`config.mk`:
```
export PLATFORM = sky130hd
export DESIGN_NAME = sram_arbiter
export DESIGN_NICKNAME = d
export VERILOG_FILES = /design/src/rtl/sram_arbiter.sv
export SDC_FILE = /design/constraint.sdc
export NUM_CORES = 1
export LEC_CHECK = 0
export CORE_AREA = 2 2 92 94
export DETAILED_ROUTE_END_ITERATION = 8
export DIE_AREA = 0 0 94 96
export HOLD_SLACK_MARGIN = 0.15
export MAX_ROUTING_LAYER = met4
export PLACE_DENSITY = 0.72
export SLEW_MARGIN = 20
export SYNTH_ARGS = -nofsm -noshare
export SYNTH_HDL_FRONTEND = slang
export SYNTH_SLANG_ARGS = --single-unit
```
`constraint.sdc`:
```
create_clock -name i_clk -period 5.9 [get_ports i_clk]
set_input_delay 0.59 -clock i_clk [delete_from_list [all_inputs] [get_ports i_clk]]
set_output_delay 0.59 -clock i_clk [all_outputs]
set_load 0.005 [all_outputs]
```
`src/rtl/sram_arbiter.sv`:
```
`default_nettype none
// +-----------------------------------------------------------------------------+
// | Module  : sram_arbiter                                                      |
// | Desc    : Two-master Wishbone arbiter in front of the pipelined SRAM        |
// |           controller. Define SRAMARB_TIMEOUT_EN to enable the ack watchdog. |
// | Revision: 1.0 - initial release                                             |
// +-----------------------------------------------------------------------------+
module sram_arbiter #(
  parameter int AW      = 16,
  parameter int CW      = 4,
  parameter int TIMEOUT = 255
) (
  input  logic          i_clk,
  input  logic          i_reset_n,
  input  logic          i_a_cyc,
  input  logic          i_a_stb,
  input  logic          i_a_we,
  input  logic [AW-1:0] i_a_addr,
  input  logic [31:0]   i_a_data,
  input  logic [3:0]    i_a_sel,
  output logic          o_a_ack,
  output logic          o_a_stall,
  output logic          o_a_err,
  input  logic          i_b_cyc,
  input  logic          i_b_stb,
  input  logic          i_b_we,
  input  logic [AW-1:0] i_b_addr,
  input  logic [31:0]   i_b_data,
  input  logic [3:0]    i_b_sel,
  output logic          o_b_ack,
  output logic          o_b_stall,
  output logic          o_b_err,
  output logic [31:0]   o_rdata,
  output logic          o_cyc,
  output logic          o_stb,
  output logic          o_we,
  output logic [AW-1:0] o_addr,
  output logic [31:0]   o_data,
  output logic [3:0]    o_sel,
  input  logic          i_ack,
  input  logic          i_stall,
  input  logic [31:0]   i_rdata
);

  typedef enum logic [1:0] {
    S_IDLE    = 2'd0,
    S_GRANT_A = 2'd1,
    S_GRANT_B = 2'd2,
    S_DRAIN   = 2'd3
  } state_t;

  localparam logic [CW-1:0] C_COUNT_MAX = {CW{1'b1}};
  localparam logic [CW-1:0] C_COUNT_ONE = CW'(1);

  state_t        r_state;
  logic          r_last_b;
  logic [CW-1:0] r_count;
  logic [CW-1:0] w_count_next;
  logic          w_full;
  logic          w_ack_ok;
  logic          w_accept;
  logic          w_own_cyc;
  logic          w_timeout;

  if (TIMEOUT < 1) begin : g_timeout_check
    $error("sram_arbiter: TIMEOUT must be at least 1");
  end

  assign w_full   = (r_count == C_COUNT_MAX);
  // Acks with nothing outstanding are stray and must not reach a master.
  assign w_ack_ok = i_ack && (r_count != '0);
  assign o_rdata  = i_rdata;

  always_comb begin
    o_cyc     = 1'b0;
    o_stb     = 1'b0;
    o_we      = 1'b0;
    o_addr    = '0;
    o_data    = '0;
    o_sel     = '0;
    o_a_ack   = 1'b0;
    o_b_ack   = 1'b0;
    o_a_stall = 1'b1;
    o_b_stall = 1'b1;
    w_own_cyc = 1'b0;
    case (r_state)
      S_GRANT_A: begin
        o_cyc     = i_a_cyc;
        o_stb     = i_a_stb && !w_full;
        o_we      = i_a_we;
        o_addr    = i_a_addr;
        o_data    = i_a_data;
        o_sel     = i_a_sel;
        o_a_stall = i_stall || w_full;
        o_a_ack   = w_ack_ok;
        w_own_cyc = i_a_cyc;
      end
      S_GRANT_B: begin
        o_cyc     = i_b_cyc;
        o_stb     = i_b_stb && !w_full;
        o_we      = i_b_we;
        o_addr    = i_b_addr;
        o_data    = i_b_data;
        o_sel     = i_b_sel;
        o_b_stall = i_stall || w_full;
        o_b_ack   = w_ack_ok;
        w_own_cyc = i_b_cyc;
      end
      default: begin
      end
    endcase
  end

  assign w_accept = o_stb && !i_stall;

  always_comb begin
    w_count_next = r_count;
    case ({w_accept, w_ack_ok})
      2'b10:   w_count_next = r_count + C_COUNT_ONE;
      2'b01:   w_count_next = r_count - C_COUNT_ONE;
      default: w_count_next = r_count;
    endcase
  end

`ifdef SRAMARB_TIMEOUT_EN
  localparam int WDW = $clog2(TIMEOUT + 1);
  localparam logic [WDW-1:0] C_TIMEOUT = WDW'(TIMEOUT);
  localparam logic [WDW-1:0] C_WDOG_ONE = WDW'(1);

  logic [WDW-1:0] r_wdog;

  assign w_timeout = (r_wdog == C_TIMEOUT);
  assign o_a_err   = w_timeout && (r_state == S_GRANT_A);
  assign o_b_err   = w_timeout && (r_state == S_GRANT_B);

  always_ff @(posedge i_clk or negedge i_reset_n) begin
    if (!i_reset_n) begin
      r_wdog <= '0;
    end else if ((r_state != S_IDLE) && (r_count != '0) && !i_ack && !w_timeout) begin
      r_wdog <= r_wdog + C_WDOG_ONE;
    end else begin
      r_wdog <= '0;
    end
  end
`else
  assign w_timeout = 1'b0;
  assign o_a_err   = 1'b0;
  assign o_b_err   = 1'b0;
`endif

  always_ff @(posedge i_clk or negedge i_reset_n) begin
    if (!i_reset_n) begin
      r_state  <= S_IDLE;
      r_count  <= '0;
      r_last_b <= 1'b1;
    end else if (w_timeout) begin
      r_state <= S_IDLE;
      r_count <= '0;
    end else begin
      r_count <= w_count_next;
      case (r_state)
        S_IDLE: begin
          // On a tie the master that did not own the bus last wins.
          if (i_a_cyc && (!i_b_cyc || r_last_b)) begin
            r_state  <= S_GRANT_A;
            r_last_b <= 1'b0;
          end else if (i_b_cyc) begin
            r_state  <= S_GRANT_B;
            r_last_b <= 1'b1;
          end
        end
        S_GRANT_A, S_GRANT_B: begin
          if (!w_own_cyc) begin
            r_state <= (w_count_next == '0) ? S_IDLE : S_DRAIN;
          end
        end
        S_DRAIN: begin
          if (w_count_next == '0) begin
            r_state <= S_IDLE;
          end
        end
        default: r_state <= S_IDLE;
      endcase
    end
  end

endmodule
`default_nettype wire

```
==> results.tsv, run 1 <==
stage	metric	value	unit
cells_and_area	# nets final	519	
synthesis	syn_area_per_cell	6.853	µm²
outcome	outcome	completed	
cts	Clk Latency, worst-skew pair	0.24	ns
job	maxcap violations	0	
hold_path	hold_sp	r_last_b$_DFFE_PN1P_	
global_routing	global-route wire length before repair	9.618	mm
worst_setup_path	FF-to-FF path depth	12	
cts	CTS Hold Buffers Added	0	
routing	Initial DRC Count	49	
cells_and_area	antenna fix cells	0	
hold_path	WHS Path Cells	2	
routing	DR DRC count	0	
floorplan	Core Box Area	8051	µm²
synthesis	Main synth FF type	dfrtp_1	
timing	Max Freq	310.1	MHz
synthesis	Synth area leader	a22oi_1	
worst_setup_path	Slowest-stage cell, CP	or4b_1	
global_routing	vias in the first global route	1981	
cells_and_area	Area Growth Syn to Fin	98.07	%
cts	H-tree levels	1	
synthesis	ys async rst share	100.0	%
timing	final setup TNS	0	ns
pwr	Internal	769.5	µW
timing	Final WS setup	2.675	ns
placement	Placer Congestion	0.8401	
worst_setup_path	crit path DAT	3.39	ns
routing	vias	2184	
global_routing	GR Util All Layers	13.50	%
cts	Post-CTS Setup Bufs	0	
worst_setup_path	crit path kind	reg2reg	
synthesis	count leader, synth	nor2_1	
routing	Post-Route WL	6.751	mm
timing	max_slew headroom	39.88	%
worst_setup_path	CP Launch Type	flip-flop	
synthesis	Mapped Area	1624	µm²
worst_setup_path	required time of the worst setup path	6.07	ns
floorplan	# IOs	239	
global_routing	grt total ovfl	0	
cts	Clock Path Buffers	2	
pwr	P_leak	0.001178	µW
timing	period utilisation layout	54.65	%
routing	drt wl/cell	14.46	µm
cts	CTS Sinks	7	
timing	max-slew violations	0	
worst_setup_path	CP max stage delay	0.54	ns
cts	CTS clk-pin slew, worst paths	0.04	ns
worst_setup_path	CP Max Fanout	9	
floorplan	# rows	33	
routing	first drt pass iteration count	4	
routing	Routed Antenna Nets	0	
cells_and_area	Layout Utilization	39.95	%
synthesis	Synth warnings	0	
worst_setup_path	crit end category	flip-flop	
synthesis	library cells used by synthesis	37	
pwr	clock network fraction of total power	4.9	%
pwr	sequential share of power	8.1	%
pwr	Pwr per Cell Area	447.8	nW/µm²
timing	worst-margin pin slew	0.9018	ns
timing	post-layout minimum cycle time	3.225	ns
floorplan	die extent in x	94	µm
timing	Clock Skews	0.004161	ns
pwr	sw power	671.0	µW
cts	CTS tree	done	
pwr	Peak VDD IR	0.2627	mV
placement	IO Port Bufs	172	
worst_setup_path	worst r2r src	r_state[0]$_DFFE_PN0P_	
timing	RSZ-0062 raised after global routing	no	
synthesis	share of the synthesized area in the top cell type	24.96	%
pwr	logic gate share of total power	87.0	%
floorplan	Initial Util	20.17	%
worst_setup_path	most frequent CP cell	ha_1	
timing	# setup viols final	0	
synthesis	top post-synthesis cells by area	a22oi_1 (25%), buf_4 (16%), nor2_1 (14%)	
synthesis	Post-synth EDFFs	0	
floorplan	full die area	9024	µm²
timing	Fin. Hold Viols	0	
placement	pre-CTS WS	2.520	ns
global_routing	initial antenna violation count	0	
pwr	Net Sw Frac	46.58	%
synthesis	commonest cells in the synthesized netlist	nor2_1 (59), a22oi_1 (54), buf_4 (35)	
global_routing	largest net degree at the start of global routing	57	
worst_setup_path	worst-path cell chain	inv_1 -> ha_2 -> mux2_1 -> nand3_1 -> ha_1 -> ha_1 -> or4b_1 -> o311ai_1 -> o211a_4 -> inv_2 -> nor3_4 -> o31a_1	
synthesis	Seq/Total Area, Yosys	10.86	%
hold_path	worst min path class	reg2reg	
synthesis	#FFs+latches synth	7	
placement	DP Wirelength	5.301	mm
floorplan	die height	96	µm
synthesis	cells after synthesis	237	
cells_and_area	fraction of layout cells with a size suffix above 1	3.591	%
worst_setup_path	crit path from	r_state[0]$_DFFE_PN0P_	
cts	Root Driver	clkbuf_8	
cts	post-CTS resize count	0	
cts	TritonCTS Buffers	3	
routing	Via density	4.677	
==> final timing paths <==
kind | end | slack, ns
hold / removal | r_last_b$_DFFE_PN1P_ | 0.53
max in group asynchronous | r_last_b$_DFFE_PN1P_ | 4.98
hold reg to reg | r_last_b$_DFFE_PN1P_ | 0.53
setup reg to reg | r_state[0]$_DFFE_PN0P_ | 2.68
setup / recovery | r_state[0]$_DFFE_PN0P_ | 2.68
min in group asynchronous | r_count[0]$_DFF_PN0_ | 0.62
==> sequential cells by signal, summed over array words and instances, names as in the netlist <==
name      flops
r_count       4
r_state       2
r_last_b      1
==> power by group through the flow <==
stage               registers (µW)  logic [µW]  clock network, µW
detailed placement             114        1260                  0
global placement               112        1230                  0
global route                   119        1380               74.1
floorplan                     97.3         707                  0
CTS                            113        1270               71.5
finish                         116        1250               70.9
==> cells in the final DEF, fill, tap and decap left out, drive strengths merged, types with 2 or more instances in the layout <==
cell type,instances
clkdlybuf4s50,172
nor2,59
a22oi,54
ha,9
inv,9
nand2,6
dfrtp,6
a21oi,5
nor3b,4
clkbuf,4
nand3,3
o21ai,2
and2,2
nand2b,2
o211ai,2
o31a,2
a31oi,2
conb,2
nor3,2
mux2,2
==> cells by family (layout without fill, tap and decap cells) <==
family / Yosys count / count (layout) / share of synthesized area [%]
compound gates: 73 / 73 / 33.98
xor+xnor: 2 / 2 / 1.079
fa+ha+maj: 10 / 10 / 8.167
buf+inv: 62 / 186 / 22.50
flops: 7 / 7 / 10.86
mux: 2 / 2 / 1.387
other cells: 1 / 2 / 0.2309
simple gates: 80 / 80 / 21.80
==> metal layers <==
layer  track usage (%)  vias up  part of all wire, %
li1                  -     1061                    -
met5                 -        -                    0
met4             3.744        0                  1.9
met2             23.63      141                   49
met1             15.96      963                   39
met3             2.428       19                   10
==> worst max-delay path, delay by kind of cell (launching register included) <==
kind,cells,cell delay (ns)
AOI/OAI and AO/OA,3,0.49
adders and majority gates,3,0.87
buffers and inverters,2,0.22
DFF,1,0.44
muxes,1,0.34
and+or+nand+nor,3,0.81
==> final cells by class <==
type	count	area (µm²)
Multi-Input combinational cell	169	1101
Tap cell	105	131.4
Timing Repair Buffer	173	1729
Sequential cell	7	176.4
Clock buffer	4	45.04
Fill cell	797	4835
Inverter	9	33.78
==> through the flow <==
| step | power [µW] | hold slack [ns] | cell area (µm²) | std cells |
|---|---|---|---|---|
| global route | 1577 | 0.5431 | 3217 | 467 |
| global placement | 1344 | 0.5152 | 3162 | 463 |
| floorplan | 804.6 | 0.2944 | 1628 | 238 |
| CTS | 1451 | 0.5308 | 3207 | 467 |
| finish | 1440 | 0.5284 | 3217 | 467 |
| detailed placement | 1377 | 0.5242 | 3162 | 463 |
No activity file was read; power rests on OpenSTA's default activity.
==> run 2: changes to the inputs <==
Settings changed: CORE_AREA 2 2 92 94 to 2 2 93 95, DIE_AREA 0 0 94 96 to 0 0 95 97, PLACE_DENSITY 0.72 to 0.7.
Clock period 5.9 ns to 3.2 ns, I/O delays scaled along.
==> results.tsv, run 2 (synthesized netlist as in run 1, its figures left out) <==
stage	metric	value	unit
outcome	outcome	completed	
worst_setup_path	most frequent CP cell	inv_2	
timing	RSZ-0062 raised after global routing	no	
global_routing	vias in the first global route	2239	
cells_and_area	Top Registers	r_count (4), r_state (2), r_last_b (1)	
cells_and_area	antenna fix cells	0	
routing	DR DRC count	0	
placement	pre-CTS WS	0.04051	ns
cells_and_area	# nets final	523	
worst_setup_path	CP max stage delay	0.53	ns
worst_setup_path	Crit path max-delay family	simple AND/OR/NAND/NOR gates	
worst_setup_path	crit path DAT	3.15	ns
timing	period utilisation layout	93.55	%
worst_setup_path	crit end category	flip-flop	
timing	Fin. Hold Viols	0	
timing	Max Freq	334.0	MHz
cells_and_area	fraction of layout cells with a size suffix above 1	5.191	%
timing	worst-margin pin slew	0.6350	ns
worst_setup_path	worst-path cell chain	inv_2 -> ha_2 -> mux2_1 -> nand3_1 -> ha_4 -> ha_1 -> or4b_1 -> o311ai_1 -> o211a_4 -> inv_2 -> nor3_4 -> o31a_1	
cells_and_area	most common cell after layout, fill and taps aside	clkdlybuf4s50_1	
timing	post-layout minimum cycle time	2.994	ns
placement	Placer Congestion	0.8264	
floorplan	Core Box Area	8134	µm²
cts	CTS Hold Buffers Added	0	
routing	vias	2235	
routing	Post-Route WL	7.471	mm
global_routing	largest net degree at the start of global routing	54	
placement	IO Port Bufs	172	
placement	DP Wirelength	6.016	mm
routing	Via density	4.745	
timing	Hold Slack	0.3626	ns
worst_setup_path	Buf/Inv on CP	2	
global_routing	global-route wire length before repair	10.90	mm
routing	Routed Antenna Nets	0	
cts	CTS clk-pin slew, worst paths	0.04	ns
cts	Clock Path Buffers	2	
timing	Clock Skews	0.003345	ns
pwr	Peak VDD IR	0.4259	mV
cts	CTS tree	done	
global_routing	initial antenna violation count	0	
worst_setup_path	WP depth	12	
cells_and_area	largest register by flop count	r_count	
cts	H-tree levels	1	
cts	Clk Latency, worst-skew pair	0.22	ns
cts	TritonCTS Buffers	3	
cells_and_area	Area Growth Syn to Fin	100.8	%
cells_and_area	most frequent cells in the layout	clkdlybuf4s50_1 (172), nor2_1 (59), a22oi_1 (54)	
floorplan	# rows	33	
cells_and_area	max FFs per register	4	
cts	Root Driver	clkbuf_8	
timing	final setup TNS	0	ns
worst_setup_path	crit path kind	reg2reg	
routing	Initial DRC Count	85	
hold_path	worst min path class	in2async	
pwr	Pwr per Cell Area	842.3	nW/µm²
global_routing	GR Util All Layers	15.08	%
worst_setup_path	CP Launch Type	flip-flop	
floorplan	full die area	9215	µm²
floorplan	Initial Util	19.97	%
floorplan	# IOs	239	
timing	# setup viols final	0	
worst_setup_path	CP Max Fanout	9	
routing	drt wl/cell	15.86	µm
worst_setup_path	required time of the worst setup path	3.36	ns
job	maxcap violations	0	
worst_setup_path	Reg2Reg Setup Slack	0.21	ns
routing	first drt pass iteration count	4	
worst_setup_path	FF-to-FF path depth	12	
global_routing	grt total ovfl	0	
timing	max-slew violations	0	
cts	CTS Sinks	7	
worst_setup_path	Slowest-stage cell, CP	or4b_1	
timing	Final WS setup	0.2063	ns
floorplan	die height	97	µm
pwr	P_leak	0.001199	µW
floorplan	die extent in x	95	µm
timing	max_slew headroom	57.61	%
[run 2: metrics by stage]
step                power, µW  cells  instance area [µm²]  utilization [%]
floorplan                1483    238                 1628                -
global placement         2560    467                 3204            39.39
detailed placement       2606    467                 3204            39.39
CTS                      2749    471                 3249            39.95
global route             2993    471                 3262            40.10
finish                   2748    471                 3262            40.10
[run 2: final cells by class]
type	instances	area, µm²
clock buffer	4	45.04
fill	814	4872
inverter	9	33.78
multi-input combinational	169	1104
sequential	7	176.4
tap	105	131.4
timing repair buffer	177	1772
[run 2: path summary, 6_finish.rpt]
kind                                   startpoint                      to
setup / recovery           r_state[0]$_DFFE_PN0P_  r_state[0]$_DFFE_PN0P_
max in group asynchronous               i_reset_n    r_last_b$_DFFE_PN1P_
min in group i_clk           r_last_b$_DFFE_PN1P_    r_last_b$_DFFE_PN1P_
hold reg to reg              r_last_b$_DFFE_PN1P_    r_last_b$_DFFE_PN1P_
hold / removal                          i_reset_n  r_state[1]$_DFFE_PN0P_
setup reg to reg           r_state[0]$_DFFE_PN0P_  r_state[0]$_DFFE_PN0P_
[run 2: repair_timing]
action / CTS / global route
setup endpoints to repair: 0 / 2
setup buffers: 0 / 0
resized for setup: 0 / 3
[run 2: report_power, final]
| part | leakage [µW] | total [µW] | switching [µW] | internal (µW) |
|---|---|---|---|---|
| sequential | 0.0000814 | 207 | 62.3 | 145 |
| clock | 0.0000228 | 124 | 37.6 | 86.2 |
| combinational | 0.00109 | 2420 | 1160 | 1250 |
| total | 0.00120 | 2750 | 1260 | 1480 |
[run 2: routing by layer]
| layer | vias up | part of all wire, % | track usage (%) |
|---|---|---|---|
| li1 | 1069 | - | - |
| met1 | 1008 | 38 | 16.33 |
| met2 | 142 | 51 | 27.66 |
| met3 | 16 | 9.1 | 2.492 |
| met4 | 0 | 2.2 | 4.459 |
| met5 | - | 0 | - |
